### config.mk
export PLATFORM = sky130hd
export DESIGN_NAME = addr_bus_arbiter
export DESIGN_NICKNAME = d
export VERILOG_FILES = /design/src/rtl/addr_ctrl_pkg.sv /design/src/rtl/addr_prio_enc.sv /design/src/rtl/addr_bus_arbiter.sv
export SDC_FILE = /design/constraint.sdc
export NUM_CORES = 1
export LEC_CHECK = 0
export BUFFER_PORTS_ARGS = -buffer_cell sky130_fd_sc_hd__buf_4
export CAP_MARGIN = 20
export CORE_MARGIN = 2
export CORE_UTILIZATION = 42
export CTS_BUF_LIST = sky130_fd_sc_hd__clkbuf_16
export CTS_CLUSTER_SIZE = 8
export DETAILED_ROUTE_END_ITERATION = 6
export GPL_ROUTABILITY_DRIVEN = 0
export PLACE_DENSITY = 0.82
export SETUP_SLACK_MARGIN = 0.05
export SKIP_LAST_GASP = 1
export SLEW_MARGIN = 20
export SYNTH_ARGS = -nofsm -noshare
export SYNTH_HDL_FRONTEND = slang
export SYNTH_SLANG_ARGS = --single-unit
export TNS_END_PERCENT = 30
### constraint.sdc
create_clock -name clk_i -period 1.4 [get_ports clk_i]
set_input_delay 0.21 -clock clk_i [delete_from_list [all_inputs] [get_ports clk_i]]
set_output_delay 0.21 -clock clk_i [all_outputs]
set_load 0.02 [all_outputs]
### src/rtl/addr_ctrl_pkg.sv
// Shared types and constants for the address-bus arbiter and its encoder.
package addr_ctrl_pkg;

  // Width of the per-access wait counter.
  localparam int WAIT_W = 3;

  // Number of requesters competing for the bus.
  localparam int NUM_REQ = 4;

  // Sequencer states.
  typedef enum logic [2:0] {
    IDLE,
    PRE,
    ACC,
    POST,
    ACC2,
    POST2
  } state_e;

  // Bus owner encodings presented on the owner output.
  localparam logic [1:0] OWN_PC = 2'd0;
  localparam logic [1:0] OWN_SP = 2'd1;
  localparam logic [1:0] OWN_SI = 2'd2;
  localparam logic [1:0] OWN_DI = 2'd3;

  // Request vector positions; a lower index has higher priority.
  localparam logic [1:0] REQ_PUSH  = 2'd0;
  localparam logic [1:0] REQ_POP   = 2'd1;
  localparam logic [1:0] REQ_COPY  = 2'd2;
  localparam logic [1:0] REQ_FETCH = 2'd3;

  // Converts a one-hot grant into the request index it selects.
  function automatic logic [1:0] onehot_to_idx(input logic [NUM_REQ-1:0] oh);
    logic [1:0] idx;
    idx = '0;
    for (int i = 0; i < NUM_REQ; i++) begin
      if (oh[i]) idx = 2'(i);
    end
    return idx;
  endfunction

endpackage

### src/rtl/addr_prio_enc.sv
// Fixed-priority encoder: bit 0 of the request vector always wins.
module addr_prio_enc
  import addr_ctrl_pkg::*;
(
  input  logic [NUM_REQ-1:0] req_i,
  output logic [NUM_REQ-1:0] grant_o,
  output logic               valid_o
);

  // Scan from lowest to highest priority so the highest-priority request is the last one written.
  always_comb begin
    grant_o = '0;
    valid_o = |req_i;
    for (int i = NUM_REQ - 1; i >= 0; i--) begin
      if (req_i[i]) grant_o = NUM_REQ'(1) << i;
    end
  end

endmodule

### src/rtl/addr_bus_arbiter.sv
// Address-bus sequencer for the PC/SP/SI/DI register bank and memory strobes.
module addr_bus_arbiter
  import addr_ctrl_pkg::*;
#(
  parameter int unsigned MEM_WAIT = 1
) (
  input  logic       clk_i,
  input  logic       reset_i,
  input  logic       fetch_req_i,
  input  logic       push_req_i,
  input  logic       pop_req_i,
  input  logic       copy_req_i,
  output logic       fetch_done_o,
  output logic       push_done_o,
  output logic       pop_done_o,
  output logic       copy_done_o,
  output logic       pc_assert_addr_n_o,
  output logic       sp_assert_addr_n_o,
  output logic       si_assert_addr_n_o,
  output logic       di_assert_addr_n_o,
  output logic       pc_inc_n_o,
  output logic       sp_inc_n_o,
  output logic       sp_dec_n_o,
  output logic       si_inc_n_o,
  output logic       di_inc_n_o,
  output logic       mem_rd_o,
  output logic       mem_wr_o,
  output logic       copy_latch_o,
  output logic [1:0] owner_o,
  output logic       busy_o
);

  localparam logic [WAIT_W-1:0] WAIT_LOAD = WAIT_W'(MEM_WAIT);

  state_e              state_q, state_d;
  logic [WAIT_W-1:0]   cnt_q, cnt_d;
  logic [1:0]          op_q, op_d;
  logic [NUM_REQ-1:0]  reqVec;
  logic [NUM_REQ-1:0]  grantVec;
  logic                grantValid;

  assign reqVec[REQ_PUSH]  = push_req_i;
  assign reqVec[REQ_POP]   = pop_req_i;
  assign reqVec[REQ_COPY]  = copy_req_i;
  assign reqVec[REQ_FETCH] = fetch_req_i;

  addr_prio_enc u_prio (
    .req_i   (reqVec),
    .grant_o (grantVec),
    .valid_o (grantValid)
  );

  // State, wait counter and latched transaction type; reset aborts any transaction.
  always_ff @(posedge clk_i) begin
    if (reset_i) begin
      state_q <= IDLE;
      cnt_q   <= '0;
      op_q    <= REQ_PUSH;
    end else begin
      state_q <= state_d;
      cnt_q   <= cnt_d;
      op_q    <= op_d;
    end
  end

  // Next-state sequencing plus output decode from registered state, counter and transaction only.
  always_comb begin
    state_d            = state_q;
    cnt_d              = cnt_q;
    op_d               = op_q;
    fetch_done_o       = 1'b0;
    push_done_o        = 1'b0;
    pop_done_o         = 1'b0;
    copy_done_o        = 1'b0;
    pc_assert_addr_n_o = 1'b1;
    sp_assert_addr_n_o = 1'b1;
    si_assert_addr_n_o = 1'b1;
    di_assert_addr_n_o = 1'b1;
    pc_inc_n_o         = 1'b1;
    sp_inc_n_o         = 1'b1;
    sp_dec_n_o         = 1'b1;
    si_inc_n_o         = 1'b1;
    di_inc_n_o         = 1'b1;
    mem_rd_o           = 1'b0;
    mem_wr_o           = 1'b0;
    copy_latch_o       = 1'b0;
    owner_o            = OWN_PC;
    busy_o             = (state_q != IDLE);

    case (state_q)
      IDLE: begin
        if (grantValid) begin
          op_d    = onehot_to_idx(grantVec);
          cnt_d   = WAIT_LOAD;
          state_d = grantVec[REQ_PUSH] ? PRE : ACC;
        end
      end
      PRE: begin
        owner_o    = OWN_SP;
        sp_dec_n_o = 1'b0;
        cnt_d      = WAIT_LOAD;
        state_d    = ACC;
      end
      ACC: begin
        if (cnt_q == '0) state_d = POST;
        else cnt_d = cnt_q - 1'b1;
        case (op_q)
          REQ_FETCH: begin
            owner_o            = OWN_PC;
            pc_assert_addr_n_o = 1'b0;
            mem_rd_o           = 1'b1;
          end
          REQ_PUSH: begin
            owner_o            = OWN_SP;
            sp_assert_addr_n_o = 1'b0;
            mem_wr_o           = 1'b1;
          end
          REQ_POP: begin
            owner_o            = OWN_SP;
            sp_assert_addr_n_o = 1'b0;
            mem_rd_o           = 1'b1;
          end
          default: begin
            owner_o            = OWN_SI;
            si_assert_addr_n_o = 1'b0;
            mem_rd_o           = 1'b1;
            copy_latch_o       = (cnt_q == '0);
          end
        endcase
      end
      POST: begin
        state_d = IDLE;
        case (op_q)
          REQ_FETCH: begin
            owner_o      = OWN_PC;
            pc_inc_n_o   = 1'b0;
            fetch_done_o = 1'b1;
          end
          REQ_PUSH: begin
            owner_o     = OWN_SP;
            push_done_o = 1'b1;
          end
          REQ_POP: begin
            owner_o    = OWN_SP;
            sp_inc_n_o = 1'b0;
            pop_done_o = 1'b1;
          end
          default: begin
            owner_o    = OWN_SI;
            si_inc_n_o = 1'b0;
            cnt_d      = WAIT_LOAD;
            state_d    = ACC2;
          end
        endcase
      end
      ACC2: begin
        owner_o            = OWN_DI;
        di_assert_addr_n_o = 1'b0;
        mem_wr_o           = 1'b1;
        if (cnt_q == '0) state_d = POST2;
        else cnt_d = cnt_q - 1'b1;
      end
      POST2: begin
        owner_o     = OWN_DI;
        di_inc_n_o  = 1'b0;
        copy_done_o = 1'b1;
        state_d     = IDLE;
      end
      default: begin
        state_d = IDLE;
      end
    endcase
  end

endmodule

==> results of run 1 <==
==> stage by stage <==
| stage | worst slack [ns] | utilization | instances | TNS (ns) | hold WS (ns) |
|---|---|---|---|---|---|
| floorplan | -0.07830 | - | 87 | -0.2992 | 0.3935 |
| global placement | -0.06206 | 0.7961 | 149 | -0.1670 | 0.4520 |
| detailed placement | -0.1126 | 0.7961 | 149 | -0.4088 | 0.4562 |
| CTS | -0.1888 | 0.9277 | 156 | -2.304 | 0.2113 |
==> logic make-up after synthesis <==
| kind of cell | after synthesis | synth area share |
|---|---|---|
| flops | 8 | 0.2535 |
| simple gates | 37 | 0.3287 |
| xor+xnor | 1 | 0.01386 |
| fa+ha+maj | 4 | 0.07921 |
| compound gates | 22 | 0.2277 |
| buf+inv | 15 | 0.09702 |
==> repair_timing <==
item,in CTS
pin swaps,1
buffers inserted,4
setup endpoints to repair,24
gates resized for setup,19
==> results by group, run 1 <==
Run status
  – Status: aborted with a tool error
  – Halt Stage: global routing (5_1_grt)
  – Err: [ERROR DPL-0038] Utilization greater than 100%, impossible to legalize

STA
  – Kind of the worst endpoint: register input
  – Worst EP post-GRT repair: cnt_q[2]$_SDFFE_PP0P_/D

Floorplan
  – Die X-Extent: 42.79 µm
  – Die Ht: 42.79 µm
  – Core Rows: 13
  – Initial Util: 0.4680
  – # IOs: 25

Placement
  – Port bufs: 24
  – Placed wire-length estimate: 1755 µm
  – Post-place instance area: 0.001075 mm²

Logic synthesis
  – EDFF count, synth: 0
  – Top post-synthesis cells by area: dfxtp_1, ha_1, a21oi_1, inv_1, nor4_1
  – Post-synthesis cell count: 87
  – Count leader, synth: inv_1
  – Post-synth ARST share: 0
  – Synth top area share: 0.2535
  – Avg Cell Area, Syn: 7.263 µm²
  – Mapped Area: 631.9 µm²
  – Synthesized Nets: 97
  – Synth Register Bits: 8
  – Synth cell types: 34
  – Top FF cell, synth: dfxtp_1
  – Sequential fraction of the synthesis area: 0.2535
  – Area leader, netlist: dfxtp_1
  – Synth cell count leaders: inv_1, a21oi_1, nor2_1
  – Synth warn: 0

Clock tree
  – Clock sink total: 8
  – Hold_buf cts: 0
  – CTS Buf Count: 3
  – CTS max path bufs: 2
  – CTS root buffer: clkbuf_16
  – CTS HTree Levels: 1

Global route
  – Pin count of the biggest net entering global routing: 11
==> run 2, diff against run 1 <==
- CORE_AREA: not set -> 2 2 63 65
- CORE_MARGIN: 2 -> not set
- CORE_UTILIZATION: 42 -> not set
- CTS_BUF_LIST: sky130_fd_sc_hd__clkbuf_16 -> not set
- CTS_CLUSTER_SIZE: 8 -> not set
- DIE_AREA: not set -> 0 0 65 67
- PLACE_DENSITY: 0.82 -> not set
- PLACE_DENSITY_LB_ADDON: not set -> 0.15
- SETUP_SLACK_MARGIN: 0.05 -> not set
- clock period: 1.4 -> 1.8 ns (I/O delays scaled with it)
==> run 2 against run 1 <==
The run now ends clean. Synthesized cell count unchanged. Synthesized area unchanged.
==> results by group, run 2 <==
Drt
  – Vias per inst: 4.466
  – DRT Pass-1 Iters: 4
  – ANT nets after route: 0
  – Routed wire length: 1919 µm
  – Vias: 719
  – Post-DR wirelength/cell: 11.92 µm
  – Drt drc: 0
  – Initial drt markers: 19

Floorplan
  – Die Ht: 67 µm (+57%)
  – Initial Util: 0.1752 (-0.2928)
  – # IOs: 25 (unchanged)
  – Die area: 0.004355 mm²
  – Core Rows: 22 (+9)
  – Core ar.: 0.003606 mm²
  – Die X-Extent: 65 µm (+52%)

Logic synthesis
  – Avg Cell Area, Syn: 7.263 µm² (unchanged)
  – Mapped Area: 631.9 µm² (unchanged)
  – Synth warn: 0 (unchanged)
  – Area leader, netlist: dfxtp_1
  – Synthesized Nets: 97 (unchanged)
  – Count leader, synth: inv_1
  – EDFF count, synth: 0 (unchanged)
  – Synth cell count leaders: inv_1, a21oi_1, nor2_1
  – Synth cell types: 34 (unchanged)
  – Synth Register Bits: 8 (unchanged)
  – Synth top area share: 0.2535 (unchanged)
  – Top FF cell, synth: dfxtp_1
  – Post-synth ARST share: 0 (unchanged)
  – Top post-synthesis cells by area: dfxtp_1, ha_1, a21oi_1, inv_1, nor4_1
  – Post-synthesis cell count: 87 (unchanged)
  – Sequential fraction of the synthesis area: 0.2535 (unchanged)

Placement
  – Placed wire-length estimate: 1540 µm (-12%)
  – Place WS: 0.1628 ns (+0.2754 ns)
  – Port bufs: 24 (unchanged)
  – Placed instance count: 158 (+6.0%)

Global route
  – Total global routing overflow: 0
  – GRT Total Usage: 0.09833
  – Pin count of the biggest net entering global routing: 11
  – Initial antenna violation count: 0
  – First-pass GRT wire length: 3270 µm
  – Vias in the first global route: 668

Final layout
  – Register area: 165.2 µm²
  – Commonest cells after routing, fill and taps aside: buf_4, inv_1, a21oi_1, nor2_1
  – Area growth from synthesis to layout: 47.92%
  – Final std cells w/o fill: 161
  – Most common cell after layout, fill and taps aside: buf_4
  – Fraction of layout cells with a size suffix above 1: 0.3540
  – Fill cells: 400
  – Final nets: 125
  – Top Registers: cnt_q: 3 flops, state_q: 3 flops, op_q: 2 flops
  – Multi-input gate area: 424.2 µm²
  – # diodes: 0

STA
  – Setup violations, final: 0
  – Worst Tran Pin Value: 0.4318 ns
  – Slew Limit Fails: 0
  – RSZ-0062 raised after global routing: true
  – Crit share post-route: 0.9409
  – Relative slew slack: 0.7112
  – Min Tclk post-route: 1.694 ns
  – Final Hold Fails: 0
  – Final worst setup slack: 0.1064 ns
  – Min Hold Slack: 0.2812 ns
  – Max Fclk: 590.5 MHz
  – Fin Setup TNS: 0 ns
  – Layout Skew: 0.001729 ns

Clock tree
  – CTS HTree Levels: 1 (unchanged)
  – Hold_buf cts: 0 (unchanged)
  – TritonCTS clock tree: done
  – CTS max path bufs: 2 (unchanged)
  – Clock Latency Late Sink: 0.23 ns
  – CTS root buffer: clkbuf_8
  – CTS Buf Count: 3 (unchanged)
  – Clock sink total: 8 (unchanged)
  – Worst-path clk slew: 0.04 ns

Power and ir drop
  – Power per cell area: 901.2 mW/mm²
  – Leak Pwr: 0.3878 nW
  – Net load switching power: 0.3328 mW
  – Clock network fraction of design power: 0.264
  – Power share of the combinational group: 0.442
  – Max VDD drop: 0.3512 mV
  – Sw Ratio: 0.3951
  – Reg power frac: 0.294
  – Int Pwr: 0.5095 mW

Critical path
  – Worst Reg-to-Reg Cells: 4
  – Reg-to-reg critical path endpoint: cnt_q[2]
  – CP arrival: 1.42 ns
  – Crit end category: output port
  – Setup CP Type: reg2out
  – Worst Path Max Fanout: 10
  – CP Data Required Time: 1.53 ns
  – R2r startpoint: state_q[2]
  – Critical Path Start Type: flip-flop
  – Worst reg2reg setup slack: 0.25 ns

Run status
  – Status: completed

Worst hold path
  – Worst min-delay path class: in2reg
  – Worst hold endpoint: state_q[2]
  – Hold Path Stages: 2
  – Hold_sp: reset_i

Run
  – Max Cap Viol: 0
-- run 2: cell counts after synthesis --
Identical to the previous run, type by type.
-- run 2: how the worst max path moves through the flow --
stage	endpoint	startpoint	slack (ns)	cells past startpoint
2_1_floorplan	pc_inc_n_o	state_q[0]	-0.11	4
3_3_place_gp	cnt_q[2]	state_q[2]	0.20	4
3_5_place_dp	state_q[1]	cnt_q[0]	0.16	6
4_1_cts	owner_o[0]	state_q[1]	-0.03	4
5_1_grt	sp_inc_n_o	op_q[0]	-0.02	4
6_report	owner_o[0]	state_q[1]	0.11	4
-- run 2: logic make-up (layout without fill, tap and decap cells) --
family | count (synthesis) | count (layout) | share of synthesized area
DFF | 8 | 8 | 0.2535
AOI/OAI and AO/OA | 22 | 22 | 0.2277
adders and majority gates | 4 | 4 | 0.07921
xor gates and xnor gates | 1 | 1 | 0.01386
and+or+nand+nor | 37 | 37 | 0.3287
buffers and inverters | 15 | 41 | 0.09702
-- run 2: power by group through the flow --
stage               clock [mW]  combinational [mW]  sequential, mW
floorplan                    0               0.256           0.225
global placement             0               0.366           0.247
detailed placement           0               0.368           0.246
CTS                      0.233               0.371           0.243
global route             0.236               0.417           0.256
finish                   0.222               0.373           0.247
-- run 2: worst max-delay path, cell delays in order, from the launching register on --
cell and delay, ns:
dfxtp_2 0.42, inv_1 0.11, ha_1 0.31, o21ai_0 0.18, buf_4 0.17
-- run 2: per-layer routing --
metal  global-route usage  share of wire  vias to the layer above
li1                     -              -                      368
met1               0.1181           0.43                      333
met2               0.1701           0.52                       16
met3              0.03041          0.047                        2
met4              0.02394         0.0073                        0
met5                    0              0                        -
-- run 2: area by class of cell --
cell class / count / area share
timing repair buffer: 27 / 0.2169
inverter: 11 / 0.04418
clock buffer: 3 / 0.04418
multi-input combinational: 64 / 0.4538
sequential: 8 / 0.1767
tap: 48 / 0.06426
-- run 2: through the flow --
stage | area (µm²) | util | total power [mW]
floorplan | 631.9 | - | 0.4815
global placement | 874.6 | 0.2425 | 0.6131
detailed placement | 874.6 | 0.2425 | 0.6141
CTS | 918.4 | 0.2547 | 0.8471
global route | 934.6 | 0.2592 | 0.9087
finish | 934.6 | 0.2592 | 0.8423
-- run 2: what timing repair did --
action	4_1_cts	5_1_grt
setup buffers	0	0
gates resized for setup	1	7
endpoints found under the setup margin	2	10
Note: power is estimated with default switching activity, not from simulation.
